<file path="config.mk">
export PLATFORM = sky130hd
export DESIGN_NAME = fetch_sequencer_flat
export DESIGN_NICKNAME = d
export VERILOG_FILES = /design/src/rtl/fetch_sequencer_if.sv /design/src/rtl/fetch_sequencer.sv /design/src/flat_wrapper.sv
export SDC_FILE = /design/constraint.sdc
export NUM_CORES = 1
export LEC_CHECK = 0
export CAP_MARGIN = 20
export CORE_ASPECT_RATIO = 1.25
export CORE_MARGIN = 2
export CORE_UTILIZATION = 40
export CTS_BUF_LIST = sky130_fd_sc_hd__clkbuf_8
export DETAILED_ROUTE_END_ITERATION = 10
export HOLD_SLACK_MARGIN = 0.12
export PLACE_DENSITY = 0.73
export SLEW_MARGIN = 10
export SYNTH_ARGS = -nofsm -noshare
export SYNTH_HDL_FRONTEND = slang
export SYNTH_SLANG_ARGS = --single-unit
</file>
<file path="constraint.sdc">
create_clock -name Clock -period 2 [get_ports Clock]
set_input_delay 0.5 -clock Clock [delete_from_list [all_inputs] [get_ports Clock]]
set_output_delay 0.5 -clock Clock [all_outputs]
set_load 0.02 [all_outputs]
</file>
<file path="src/rtl/fetch_sequencer_if.sv">
// Bus bundle between the fetch sequencer, its stimulus/memory side, the
// address register file controls and the decode stage.
interface fetch_sequencer_if #(
  parameter int CNT_W = 16
);
  logic             Start;
  logic             Stall;
  logic [7:0]       MemData;
  logic             BranchLoad;
  logic             Ack;
  logic [2:0]       ARF_RegSel;
  logic [2:0]       ARF_FunSel;
  logic [1:0]       ARF_OutDSel;
  logic             Mem_CS;
  logic             Mem_WR;
  logic [15:0]      IR;
  logic             IRValid;
  logic             Busy;
  logic [CNT_W-1:0] FetchCount;

  modport slave (
    input  Start, Stall, MemData, BranchLoad, Ack,
    output ARF_RegSel, ARF_FunSel, ARF_OutDSel, Mem_CS, Mem_WR,
           IR, IRValid, Busy, FetchCount
  );

  modport master (
    output Start, Stall, MemData, BranchLoad, Ack,
    input  ARF_RegSel, ARF_FunSel, ARF_OutDSel, Mem_CS, Mem_WR,
           IR, IRValid, Busy, FetchCount
  );
endinterface

</file>
<file path="src/rtl/fetch_sequencer.sv">
// Two-byte instruction fetch sequencer driving the PC/AR/SP register file
// controls, with branch reload and a valid/ack hand-off to decode.
module fetch_sequencer #(
  parameter logic [15:0] IR_RESET  = 16'h0000,
  parameter bit          LOW_FIRST = 1'b1,
  parameter int          CNT_W     = 16
) (
  input  logic             Clock,
  input  logic             Reset,
  fetch_sequencer_if.slave bus
);

  typedef enum logic [2:0] {
    IDLE   = 3'd0,
    FETCH1 = 3'd1,
    FETCH2 = 3'd2,
    VALID  = 3'd3,
    BRANCH = 3'd4
  } state_e;

  localparam logic [2:0] SEL_NONE   = 3'b111;
  localparam logic [2:0] SEL_PC     = 3'b011;
  localparam logic [2:0] FUN_HOLD   = 3'b000;
  localparam logic [2:0] FUN_INC    = 3'b001;
  localparam logic [2:0] FUN_LOAD_I = 3'b010;

  state_e           state_q, state_d;
  logic [15:0]      ir_q, ir_d;
  logic             ir_valid_q, ir_valid_d;
  logic [CNT_W-1:0] cnt_q, cnt_d;

  logic [2:0]       reg_sel;
  logic [2:0]       fun_sel;
  logic             mem_cs_n;

  always_ff @(posedge Clock or negedge Reset) begin
    if (!Reset) begin
      state_q    <= IDLE;
      ir_q       <= IR_RESET;
      ir_valid_q <= 1'b0;
      cnt_q      <= '0;
    end else begin
      state_q    <= state_d;
      ir_q       <= ir_d;
      ir_valid_q <= ir_valid_d;
      cnt_q      <= cnt_d;
    end
  end

  // The memory byte is captured on the same edge that the register file
  // increments PC, so each active fetch cycle consumes exactly one address.
  always_comb begin
    state_d  = state_q;
    ir_d     = ir_q;
    cnt_d    = cnt_q;
    reg_sel  = SEL_NONE;
    fun_sel  = FUN_HOLD;
    mem_cs_n = 1'b1;

    case (state_q)
      IDLE: begin
        if (bus.Start) begin
          state_d = FETCH1;
        end
      end

      FETCH1: begin
        if (!bus.Stall) begin
          mem_cs_n = 1'b0;
          reg_sel  = SEL_PC;
          fun_sel  = FUN_INC;
          if (LOW_FIRST) begin
            ir_d[7:0] = bus.MemData;
          end else begin
            ir_d[15:8] = bus.MemData;
          end
          state_d = FETCH2;
        end
      end

      FETCH2: begin
        if (!bus.Stall) begin
          mem_cs_n = 1'b0;
          reg_sel  = SEL_PC;
          fun_sel  = FUN_INC;
          if (LOW_FIRST) begin
            ir_d[15:8] = bus.MemData;
          end else begin
            ir_d[7:0] = bus.MemData;
          end
          cnt_d   = cnt_q + CNT_W'(1);
          state_d = VALID;
        end
      end

      VALID: begin
        if (bus.BranchLoad) begin
          state_d = BRANCH;
        end else if (bus.Ack) begin
          state_d = IDLE;
        end
      end

      BRANCH: begin
        reg_sel = SEL_PC;
        fun_sel = FUN_LOAD_I;
        state_d = IDLE;
      end

      default: begin
        state_d = IDLE;
      end
    endcase

    ir_valid_d = (state_d == VALID);
  end

  assign bus.ARF_RegSel  = reg_sel;
  assign bus.ARF_FunSel  = fun_sel;
  assign bus.ARF_OutDSel = 2'b00;
  assign bus.Mem_CS      = mem_cs_n;
  assign bus.Mem_WR      = 1'b0;
  assign bus.IR          = ir_q;
  assign bus.IRValid     = ir_valid_q;
  assign bus.Busy        = (state_q == FETCH1) || (state_q == FETCH2) ||
                           (state_q == BRANCH);
  assign bus.FetchCount  = cnt_q;

endmodule

</file>
<file path="src/flat_wrapper.sv">
// flat-port wrapper written by rule: the top's interface ports become plain ports
module fetch_sequencer_flat 
#(
  parameter logic [15:0] IR_RESET  = 16'h0000,
  parameter bit          LOW_FIRST = 1'b1,
  parameter int          CNT_W     = 16
)
  (Clock, Reset, bus_Start, bus_Stall, bus_MemData, bus_BranchLoad, bus_Ack, bus_ARF_RegSel, bus_ARF_FunSel, bus_ARF_OutDSel, bus_Mem_CS, bus_Mem_WR, bus_IR, bus_IRValid, bus_Busy, bus_FetchCount);
  fetch_sequencer_if #(.CNT_W(CNT_W)) bus_i ();
  input  logic Clock;
  input  logic Reset;
  input wire logic [$bits(bus_i.Start)-1:0] bus_Start;
  input wire logic [$bits(bus_i.Stall)-1:0] bus_Stall;
  input wire logic [$bits(bus_i.MemData)-1:0] bus_MemData;
  input wire logic [$bits(bus_i.BranchLoad)-1:0] bus_BranchLoad;
  input wire logic [$bits(bus_i.Ack)-1:0] bus_Ack;
  output wire logic [$bits(bus_i.ARF_RegSel)-1:0] bus_ARF_RegSel;
  output wire logic [$bits(bus_i.ARF_FunSel)-1:0] bus_ARF_FunSel;
  output wire logic [$bits(bus_i.ARF_OutDSel)-1:0] bus_ARF_OutDSel;
  output wire logic [$bits(bus_i.Mem_CS)-1:0] bus_Mem_CS;
  output wire logic [$bits(bus_i.Mem_WR)-1:0] bus_Mem_WR;
  output wire logic [$bits(bus_i.IR)-1:0] bus_IR;
  output wire logic [$bits(bus_i.IRValid)-1:0] bus_IRValid;
  output wire logic [$bits(bus_i.Busy)-1:0] bus_Busy;
  output wire logic [$bits(bus_i.FetchCount)-1:0] bus_FetchCount;
  assign bus_i.Start = bus_Start;
  assign bus_i.Stall = bus_Stall;
  assign bus_i.MemData = bus_MemData;
  assign bus_i.BranchLoad = bus_BranchLoad;
  assign bus_i.Ack = bus_Ack;
  assign bus_ARF_RegSel = bus_i.ARF_RegSel;
  assign bus_ARF_FunSel = bus_i.ARF_FunSel;
  assign bus_ARF_OutDSel = bus_i.ARF_OutDSel;
  assign bus_Mem_CS = bus_i.Mem_CS;
  assign bus_Mem_WR = bus_i.Mem_WR;
  assign bus_IR = bus_i.IR;
  assign bus_IRValid = bus_i.IRValid;
  assign bus_Busy = bus_i.Busy;
  assign bus_FetchCount = bus_i.FetchCount;
  fetch_sequencer #(.IR_RESET(IR_RESET), .LOW_FIRST(LOW_FIRST), .CNT_W(CNT_W)) u_core (.Clock(Clock), .Reset(Reset), .bus(bus_i));
endmodule
</file>
======== After elaboration in Yosys (flattened, before gate mapping) ========
Index checks and enable logic that the tools add are counted.
cells by class
  bitwise gates (word level) .............. 3
  add/subtract/negate cells ............... 1
  muxes and demuxes ....................... 15
  equality and inequality tests ........... 5
  reduce and logical (&&, ||, !) cells .... 7
operators by type and width
  cell                                                                    number
  16-bit case mux with 2 select lines                                     1
  3-bit 2-to-1 mux                                                        6
  16-bit by 1-bit adder with 16-bit output (second input constant)        1
  16-bit 2-to-1 mux                                                       1
  3-bit case mux with 2 select lines                                      2
  3-bit case mux with 4 select lines                                      1
  3-bit by 2-bit equality test with 1-bit output (second input constant)  3
  8-bit 2-to-1 mux                                                        1
  3-bit AND reduction                                                     2
  3-bit by 1-bit equality test with 1-bit output (second input constant)  1
  3-bit equality test (second input constant)                             1
  3-bit logical NOT                                                       1
  1-bit 2-to-1 mux                                                        3
  1-bit NOT                                                               3
  1-bit logical OR                                                        2
  2-bit AND reduction                                                     1
  2-bit OR reduction                                                      1
storage, ports and cells
  input port bits ......................... 14
  register bits ........................... 36
  logic and storage cells ................. 36

======== Logic depth before layout (Yosys ltp) ========
Gate-level depths: netlist of the first run.
  depth after elaboration ................. 4
  mapped depth ............................ 5
  mapped depth without buffers ............ 5

======== Least setup slack after synthesis of the first run ========
No wires, ideal clock.
  kind .................................... flip-flop to output port
  start point ............................. register u_core.state_q[1]
  end point ............................... output bus_Mem_CS
  data arrival time ....................... 1.557 ns
  stages on the path, launching flop included .. 5
  data required time ...................... 1.500 ns
  slack ................................... -0.057 ns
  cells stage by stage .................... dfrtp_1 clkbuf_1 xnor2_1 nor3_1 inv_1
between the ends
  word-level cells in the longest chain between the ends .. 3
RTL lines
  item                                                                                                              RTL line               text
  from (decl)                                                                                                       fetch_sequencer.sv:27  state_e state_q, state_d;
  from (signal assigned)                                                                                            fetch_sequencer.sv:43  state_q <= state_d;
  3-bit by 1-bit equality test with 1-bit output or 3-bit by 2-bit equality test with 1-bit output (tied branches)  fetch_sequencer.sv:60  case (state_q)
  2-bit OR reduction (no source line) (*)                                                                           -
  1-bit 2-to-1 mux (*)                                                                                              -
  to (decl)                                                                                                         flat_wrapper.sv:20     output wire logic [$bits(bus_i.Mem_CS)-1:0] bus_Mem_CS;
Every way passes the cells marked *; elsewhere a longest branch is shown, timed or not.

======== Worst setup path in the final report of the first run ========
  start point ............................. register u_core.state_q[0]
  end point ............................... output bus_ARF_RegSel[2]
between the ends
  word-level cells in the longest chain between the ends .. 3
RTL lines
  item                                                                                                              RTL line               text
  3-bit by 1-bit equality test with 1-bit output or 3-bit by 2-bit equality test with 1-bit output (tied branches)  fetch_sequencer.sv:60
  2-bit OR reduction (no source line)                                                                               -
  3-bit case mux with 2 select lines (*)                                                                            fetch_sequencer.sv:60
  to (decl)                                                                                                         flat_wrapper.sv:17     output wire logic [$bits(bus_i.ARF_RegSel)-1:0] bus_ARF_RegSel;
Marks and branches as above.

==> flow_results.xml, run 1 <==
<?xml version="1.0" encoding="UTF-8"?>
<metrics>
  <group name="synthesis">
    <metric name="syn_area" unit="mm²">0.00163</metric>
    <metric name="post_synth_main_area_contributors" unit="">dfrtp_1 55%, nand2_1 7.6%, xnor2_1 5.9%</metric>
    <metric name="asyncSetResetFlopFracSynth" unit="">1.00</metric>
    <metric name="ys_seq_elements" unit="">36</metric>
    <metric name="synth_area_leader" unit="">dfrtp_1</metric>
    <metric name="synth.top_cell.area_share" unit="">0.554</metric>
    <metric name="netlist_instances" unit="">149</metric>
    <metric name="ys.flop_type" unit="">dfrtp_1</metric>
    <metric name="seq_area_frac_synth" unit="">0.554</metric>
    <metric name="ys_warn_count" unit="">0</metric>
    <metric name="syn-mean-instance-area" unit="µm²">10.9</metric>
    <metric name="synth-edff-count" unit="">0</metric>
    <metric name="netlist-cell-type-count" unit="">28</metric>
  </group>
  <group name="critical_path">
    <metric name="critical_path_required" unit="ps">1500</metric>
    <metric name="critical-path-max-stage-delay" unit="ps">480</metric>
    <metric name="endpoint_kind" unit="">primary output</metric>
    <metric name="critPathArrivalTime" unit="ps">1430</metric>
    <metric name="crit_slowest_cell" unit="">dfrtp_2</metric>
    <metric name="timing.critical_path.from_type" unit="">flip-flop</metric>
    <metric name="critPathKind" unit="">flip-flop to primary output</metric>
    <metric name="crit_fanout" unit="">8</metric>
    <metric name="worstPathCellList" unit="">xnor2_1 -&gt; nor3_2 -&gt; buf_4 -&gt; nor2_1 -&gt; clkbuf_2</metric>
  </group>
  <group name="cts">
    <metric name="htree_levels" unit="">2</metric>
    <metric name="cts_buffer_depth" unit="">2</metric>
    <metric name="cts_tree" unit="">yes</metric>
    <metric name="cts_inserted_buffers" unit="">5</metric>
    <metric name="clock_sink_count" unit="">36</metric>
    <metric name="clk_root_buffer_cell" unit="">clkbuf_8</metric>
    <metric name="clk-insertion-delay-late" unit="ps">290</metric>
    <metric name="clk_transition_reported_paths" unit="ps">70</metric>
  </group>
  <group name="route">
    <metric name="via_density_per_instance" unit="">4.79</metric>
    <metric name="vias" unit="">1293</metric>
    <metric name="initialDrtViolationCount" unit="">26</metric>
    <metric name="detail_route.first_pass.iterations" unit="">4</metric>
    <metric name="remaining_drc_errors" unit="">0</metric>
    <metric name="route.final.wire_length" unit="mm">3.54</metric>
    <metric name="final_antenna_net_count" unit="">0</metric>
    <metric name="detail_route.wl_per_cell" unit="µm">13.1</metric>
  </group>
  <group name="grt">
    <metric name="global_route.peak_usage_layer" unit="">met2</metric>
    <metric name="globalRouteOverflowTotal" unit="">0</metric>
    <metric name="groute.layer.met2.usage" unit="">0.284</metric>
    <metric name="grt_start_max_net_pins" unit="">37</metric>
    <metric name="grt_first_pass_wirelength" unit="mm">5.89</metric>
    <metric name="gr-usage-met3" unit="">0.0696</metric>
    <metric name="grt_pass1_vias" unit="">1291</metric>
    <metric name="antenna_found_initial" unit="">0</metric>
    <metric name="grtUsageMet1" unit="">0.207</metric>
    <metric name="grt_use_total" unit="">0.174</metric>
  </group>
  <group name="layout">
    <metric name="layout-drive-gt1-share" unit="">0.208</metric>
    <metric name="area_delta_synth_final" unit="%">47.8</metric>
    <metric name="antenna-diode-count" unit="">0</metric>
    <metric name="final.fill_count" unit="">329</metric>
    <metric name="final_core_utilization" unit="">0.625</metric>
    <metric name="final_instance_area" unit="mm²">0.00240</metric>
    <metric name="layout.cells.most_common" unit="">clkdlybuf4s50_1</metric>
    <metric name="post_layout_net_count" unit="">230</metric>
    <metric name="most_used_cells_in_the_layout_excluding_fill_and_tap_cells" unit="">45 x clkdlybuf4s50_1, 34 x dfrtp_1, 33 x nand2_1, 16 x buf_4, 11 x xnor2_1</metric>
  </group>
  <group name="placed_design">
    <metric name="gp_routability_congestion" unit="">0.818</metric>
    <metric name="place_area" unit="mm²">0.00226</metric>
    <metric name="dp_hpwl" unit="mm">2.58</metric>
    <metric name="pre_cts_slack" unit="ps">-391</metric>
    <metric name="portBuffers" unit="">51</metric>
  </group>
  <group name="hold_path">
    <metric name="min-delay-path-class" unit="">flip-flop to flip-flop</metric>
  </group>
  <group name="run">
    <metric name="max_cap_violations" unit="">0</metric>
  </group>
  <group name="timing">
    <metric name="totalNegativeSetupSlack" unit="ps">0</metric>
    <metric name="max_freq" unit="GHz">0.519</metric>
    <metric name="min_period_over_period" unit="">0.963</metric>
    <metric name="post-route-worst-setup-slack" unit="ps">74.6</metric>
    <metric name="grt_setup_unrepaired" unit="">false</metric>
    <metric name="drv_slew" unit="">0</metric>
    <metric name="setup_viol" unit="">0</metric>
    <metric name="fin_crit" unit="ps">1930</metric>
    <metric name="timing.clock.skew" unit="ps">3.44</metric>
    <metric name="hold_viol" unit="">0</metric>
  </group>
  <group name="power_and_ir_drop">
    <metric name="vdd.ir_drop.worst" unit="µV">805</metric>
    <metric name="cellPowerDensity" unit="mW/mm²">1360</metric>
    <metric name="design_power_total" unit="mW">3.28</metric>
    <metric name="total_leakage_power" unit="nW">1.13</metric>
  </group>
  <group name="die">
    <metric name="floorplan.initialDensity" unit="">0.423</metric>
    <metric name="rows" unit="">25</metric>
    <metric name="die_y" unit="µm">75.3</metric>
    <metric name="die_x" unit="µm">61.0</metric>
    <metric name="design.portCount" unit="">58</metric>
    <metric name="floorplan.die_area" unit="mm²">0.00460</metric>
    <metric name="core_area" unit="mm²">0.00385</metric>
  </group>
  <group name="outcome">
    <metric name="status" unit="">completed</metric>
  </group>
</metrics>
## critical path, delay by kind of cell, from the launching register on
family                 cells  cell delay [ps]
XOR/XNOR                   1              200
buffers and inverters      2              300
flip-flops                 1              480
AND/OR/NAND/NOR            2              140
## metrics by stage
stage	instances	hold WS, ps
global placement	260	458
global route	270	485
floorplan	153	204
CTS	268	476
detailed placement	260	462
finish	270	473
## state kept, by name (all words and copies together), names as in the netlist
name and count:
u_core.bus.IRValid 1, u_core.bus.FetchCount 16, u_core.state_q 3, u_core.bus.IR 16
## cell type report
type	count	area, µm²	share of cell area
Timing Repair Buffer	67	618	0.257
Clock inverter	1	30.0	0.0125
Tap cell	54	67.6	0.0281
Multi-Input combinational cell	103	682	0.284
Sequential cell	36	903	0.376
Clock buffer	7	96.3	0.0401
Inverter	2	7.51	0.00312
## cells in the mapped netlist, types with 2 or more instances
library cell  number
a211oi_1           2
and3_1             3
buf_2              3
buf_4              6
clkbuf_1           2
conb_1             2
dfrtp_1           36
inv_1              2
mux2_2             8
nand2_1           33
nand3_1            6
nand4_1            4
nor2_1             6
nor3_1             3
nor3b_1            3
o21ai_0            3
xnor2_1           11
xor2_1             6
## path summary, 6_finish.rpt
kind | startpoint | to | slack (ps) | cells after the start
max in group asynchronous | Reset | u_core.state_q[0] | 1020 | 2
setup reg to reg | u_core.state_q[1] | u_core.bus.FetchCount[13] | 190 | 5
hold reg to reg | u_core.bus.FetchCount[15] | u_core.bus.FetchCount[15] | 470 | 1
min in group asynchronous | Reset | u_core.bus.IR[12] | 630 | 2
setup / recovery | u_core.state_q[0] | bus_ARF_RegSel[2] | 70 | 5
hold / removal | u_core.bus.FetchCount[15] | u_core.bus.FetchCount[15] | 470 | 1
## report_power, final
| group | switching [mW] | internal (mW) |
|---|---|---|
| logic | 0.706 | 0.725 |
| clock network | 0.259 | 0.440 |
| registers | 0.194 | 0.956 |
| total | 1.16 | 2.12 |
## per-layer routing
metal | part of all wire | vias to the layer above | routed length [µm]
met1 | 0.42 | 630 | 1470
met4 | 0.010 | 0 | 36
met5 | 0 | - | 0
met3 | 0.074 | 4 | 260
met2 | 0.50 | 47 | 1760
li1 | - | 612 | -
## logic make-up after synthesis
| logic type | count (synthesis) | synth area share |
|---|---|---|
| AND/OR/NAND/NOR | 65 | 0.217 |
| flip-flops | 36 | 0.554 |
| XOR/XNOR | 17 | 0.0915 |
| buffers and inverters | 14 | 0.0485 |
| multiplexers | 8 | 0.0554 |
| AO/OA/AOI/OAI | 6 | 0.0215 |
| other | 2 | 0.00462 |
| adder cells (fa/ha/maj) | 1 | 0.00769 |
## repair_timing
item | 4_1_cts | 5_1_grt
pin swaps | 1 | 4
cloned | 0 | 0
hold buffers | 0 | 0
resized for setup | 11 | 8
buffers inserted | 0 | 2
endpoints found under the setup margin | 12 | 12
(Power assumes the default switching activity.)
==> run 2: changes to the inputs <==
--- a/config.mk
+++ b/config.mk
@@ -7,3 +7,2 @@
 export LEC_CHECK = 0
-export CAP_MARGIN = 20
 export CORE_ASPECT_RATIO = 1.25
==> constraint.sdc (replaced) <==
create_clock -name Clock -period 2 [get_ports Clock]
set_input_delay 0.4 -clock Clock [delete_from_list [all_inputs] [get_ports Clock]]
set_output_delay 0.4 -clock Clock [all_outputs]
set_load 0.01 [all_outputs]
==> run 2 against run 1 <==
Against the previous run:
- critical path depth shrank 1
- critical endpoint is now bus_Busy
- largest cell class unchanged
- die area unchanged
- critical path type unchanged
- global-route usage fell by 0.054 points
- flip-flop and latch count did not move
- clock power shrank 7.7%
- non-clock buffer count down 4
==> flow_results.xml, run 2 (synthesis results as in run 1) <==
<?xml version="1.0" encoding="UTF-8"?>
<metrics>
  <group name="route">
    <metric name="route.met3.wl" unit="µm">217</metric>
    <metric name="final_antenna_net_count" unit="">0</metric>
    <metric name="dr.max_layer_used" unit="">met4</metric>
    <metric name="routed-wl-met2" unit="mm">1.76</metric>
    <metric name="detail_route.wl_per_cell" unit="µm">13.2</metric>
    <metric name="via_density_per_instance" unit="">4.80</metric>
    <metric name="initialDrtViolationCount" unit="">52</metric>
    <metric name="detail_route.first_pass.iterations" unit="">4</metric>
    <metric name="remaining_drc_errors" unit="">0</metric>
    <metric name="vias" unit="">1276</metric>
    <metric name="route.final.wire_length" unit="mm">3.52</metric>
    <metric name="met1Wirelength" unit="mm">1.50</metric>
  </group>
  <group name="layout">
    <metric name="most_used_cells_in_the_layout_excluding_fill_and_tap_cells" unit="">46 x clkdlybuf4s50_1, 34 x dfrtp_1, 33 x nand2_1, 12 x buf_4, 11 x xnor2_1</metric>
    <metric name="final-seq-area" unit="µm²">903</metric>
    <metric name="layout-drive-gt1-share" unit="">0.175</metric>
    <metric name="final.fill_count" unit="">330</metric>
    <metric name="fin_cells" unit="">266</metric>
    <metric name="final_instance_area" unit="mm²">0.00237</metric>
    <metric name="area_delta_synth_final" unit="%">45.7</metric>
    <metric name="layout.cells.most_common" unit="">clkdlybuf4s50_1</metric>
    <metric name="area_of_the_multi_input_gates" unit="µm²">682</metric>
    <metric name="antenna-diode-count" unit="">0</metric>
    <metric name="post_layout_net_count" unit="">226</metric>
    <metric name="final_core_utilization" unit="">0.616</metric>
  </group>
  <group name="cts">
    <metric name="clk_transition_reported_paths" unit="ps">70</metric>
    <metric name="cts_buffer_depth" unit="">2</metric>
    <metric name="cts_tree" unit="">yes</metric>
    <metric name="postCtsHoldBufs" unit="">0</metric>
    <metric name="cts_inserted_buffers" unit="">5</metric>
    <metric name="clk_root_buffer_cell" unit="">clkbuf_8</metric>
    <metric name="clk-insertion-delay-late" unit="ps">290</metric>
    <metric name="htree_levels" unit="">2</metric>
    <metric name="clock_sink_count" unit="">36</metric>
  </group>
  <group name="placed_design">
    <metric name="dp_hpwl" unit="mm">2.67</metric>
    <metric name="portBuffers" unit="">51</metric>
    <metric name="dpl.cell_count" unit="">257</metric>
    <metric name="place_area" unit="mm²">0.00224</metric>
    <metric name="gp_routability_congestion" unit="">0.850</metric>
    <metric name="pre_cts_slack" unit="ps">-296</metric>
  </group>
  <group name="critical_path">
    <metric name="endpoint_kind" unit="">primary output</metric>
    <metric name="timing.critical_path.from_type" unit="">flip-flop</metric>
    <metric name="crit_fanout" unit="">7</metric>
    <metric name="critical_path_required" unit="ps">1600</metric>
    <metric name="critPathArrivalTime" unit="ps">1500</metric>
    <metric name="critPathKind" unit="">flip-flop to primary output</metric>
  </group>
  <group name="die">
    <metric name="floorplan.initialDensity" unit="">0.423</metric>
    <metric name="die_x" unit="µm">61.0</metric>
    <metric name="die_y" unit="µm">75.3</metric>
    <metric name="design.portCount" unit="">58</metric>
    <metric name="rows" unit="">25</metric>
    <metric name="core_area" unit="mm²">0.00385</metric>
    <metric name="floorplan.die_area" unit="mm²">0.00460</metric>
  </group>
  <group name="timing">
    <metric name="grt_setup_unrepaired" unit="">false</metric>
    <metric name="setup_viol" unit="">0</metric>
    <metric name="timing.clock.skew" unit="ps">5.39</metric>
    <metric name="drv_slew" unit="">0</metric>
    <metric name="post-route-worst-setup-slack" unit="ps">101</metric>
    <metric name="hold_viol" unit="">0</metric>
    <metric name="fin_worst_hold_slack" unit="ps">484</metric>
    <metric name="fin_crit" unit="ps">1900</metric>
    <metric name="max_freq" unit="GHz">0.526</metric>
    <metric name="min_period_over_period" unit="">0.950</metric>
  </group>
  <group name="grt">
    <metric name="grt_start_max_net_pins" unit="">37</metric>
    <metric name="grt_pass1_vias" unit="">1337</metric>
    <metric name="grt_first_pass_wirelength" unit="mm">5.95</metric>
    <metric name="globalRouteOverflowTotal" unit="">0</metric>
    <metric name="grt_use_total" unit="">0.173</metric>
    <metric name="antenna_found_initial" unit="">0</metric>
  </group>
  <group name="run">
    <metric name="max_cap_violations" unit="">0</metric>
  </group>
  <group name="outcome">
    <metric name="status" unit="">completed</metric>
  </group>
  <group name="power_and_ir_drop">
    <metric name="total_leakage_power" unit="nW">1.10</metric>
    <metric name="cellPowerDensity" unit="mW/mm²">1270</metric>
    <metric name="vdd.ir_drop.worst" unit="µV">614</metric>
  </group>
  <group name="hold_path">
    <metric name="min-delay-path-class" unit="">flip-flop to flip-flop</metric>
  </group>
</metrics>
==> run 2: cell type report <==
| type | count | share of cell area |
|---|---|---|
| clock inverter | 3 | 0.0195 |
| timing repair buffer | 63 | 0.251 |
| multi-input combinational | 103 | 0.288 |
| clock buffer | 5 | 0.0290 |
| inverter | 2 | 0.00317 |
| tap | 54 | 0.0285 |
| sequential | 36 | 0.381 |
==> run 2: report_power, final <==
| part | switching (mW) | internal (mW) | total (mW) |
|---|---|---|---|
| clock network | 0.269 | 0.375 | 0.645 |
| registers | 0.182 | 0.956 | 1.14 |
| logic | 0.511 | 0.708 | 1.22 |
==> run 2: critical path, stage by stage, from the launching register on <==
cell and delay [ps]:
dfrtp_2 460, buf_4 180, xnor2_1 110, o21ai_0 170
dlygate4sd2_1 300
==> run 2: final timing paths <==
check / startpoint / endpoint / slack, ps / depth (start not counted)
worst max-delay path: u_core.state_q[0] / bus_Busy / 100 / 4
worst min-delay path: u_core.bus.FetchCount[15] / u_core.bus.FetchCount[15] / 480 / 1
worst max register to register: u_core.state_q[2] / u_core.bus.FetchCount[11] / 130 / 4
worst min register to register: u_core.bus.FetchCount[15] / u_core.bus.FetchCount[15] / 480 / 1
max in group asynchronous: Reset / u_core.state_q[0] / 1140 / 2
min in group asynchronous: Reset / u_core.bus.IR[9] / 520 / 2
==> run 2: per-stage QoR <==
step | power, mW | TNS [ps]
2_1_floorplan | 1.68 | 0
3_3_place_gp | 2.35 | -1960
3_5_place_dp | 2.38 | -2290
4_1_cts | 3.03 | 0
5_1_grt | 3.21 | 0
6_report | 3.00 | 0
==> run 2: repair_timing <==
item	CTS	global route
endpoints found under the setup margin	5	0
gates resized for setup	10	0
buffers inserted	1	0
==> run 2: metal layers <==
layer / global-route usage / vias to the layer above
met5: 0 / -
met4: 0.0507 / 0
met3: 0.0560 / 6
met2: 0.290 / 46
met1: 0.213 / 617
li1: - / 607
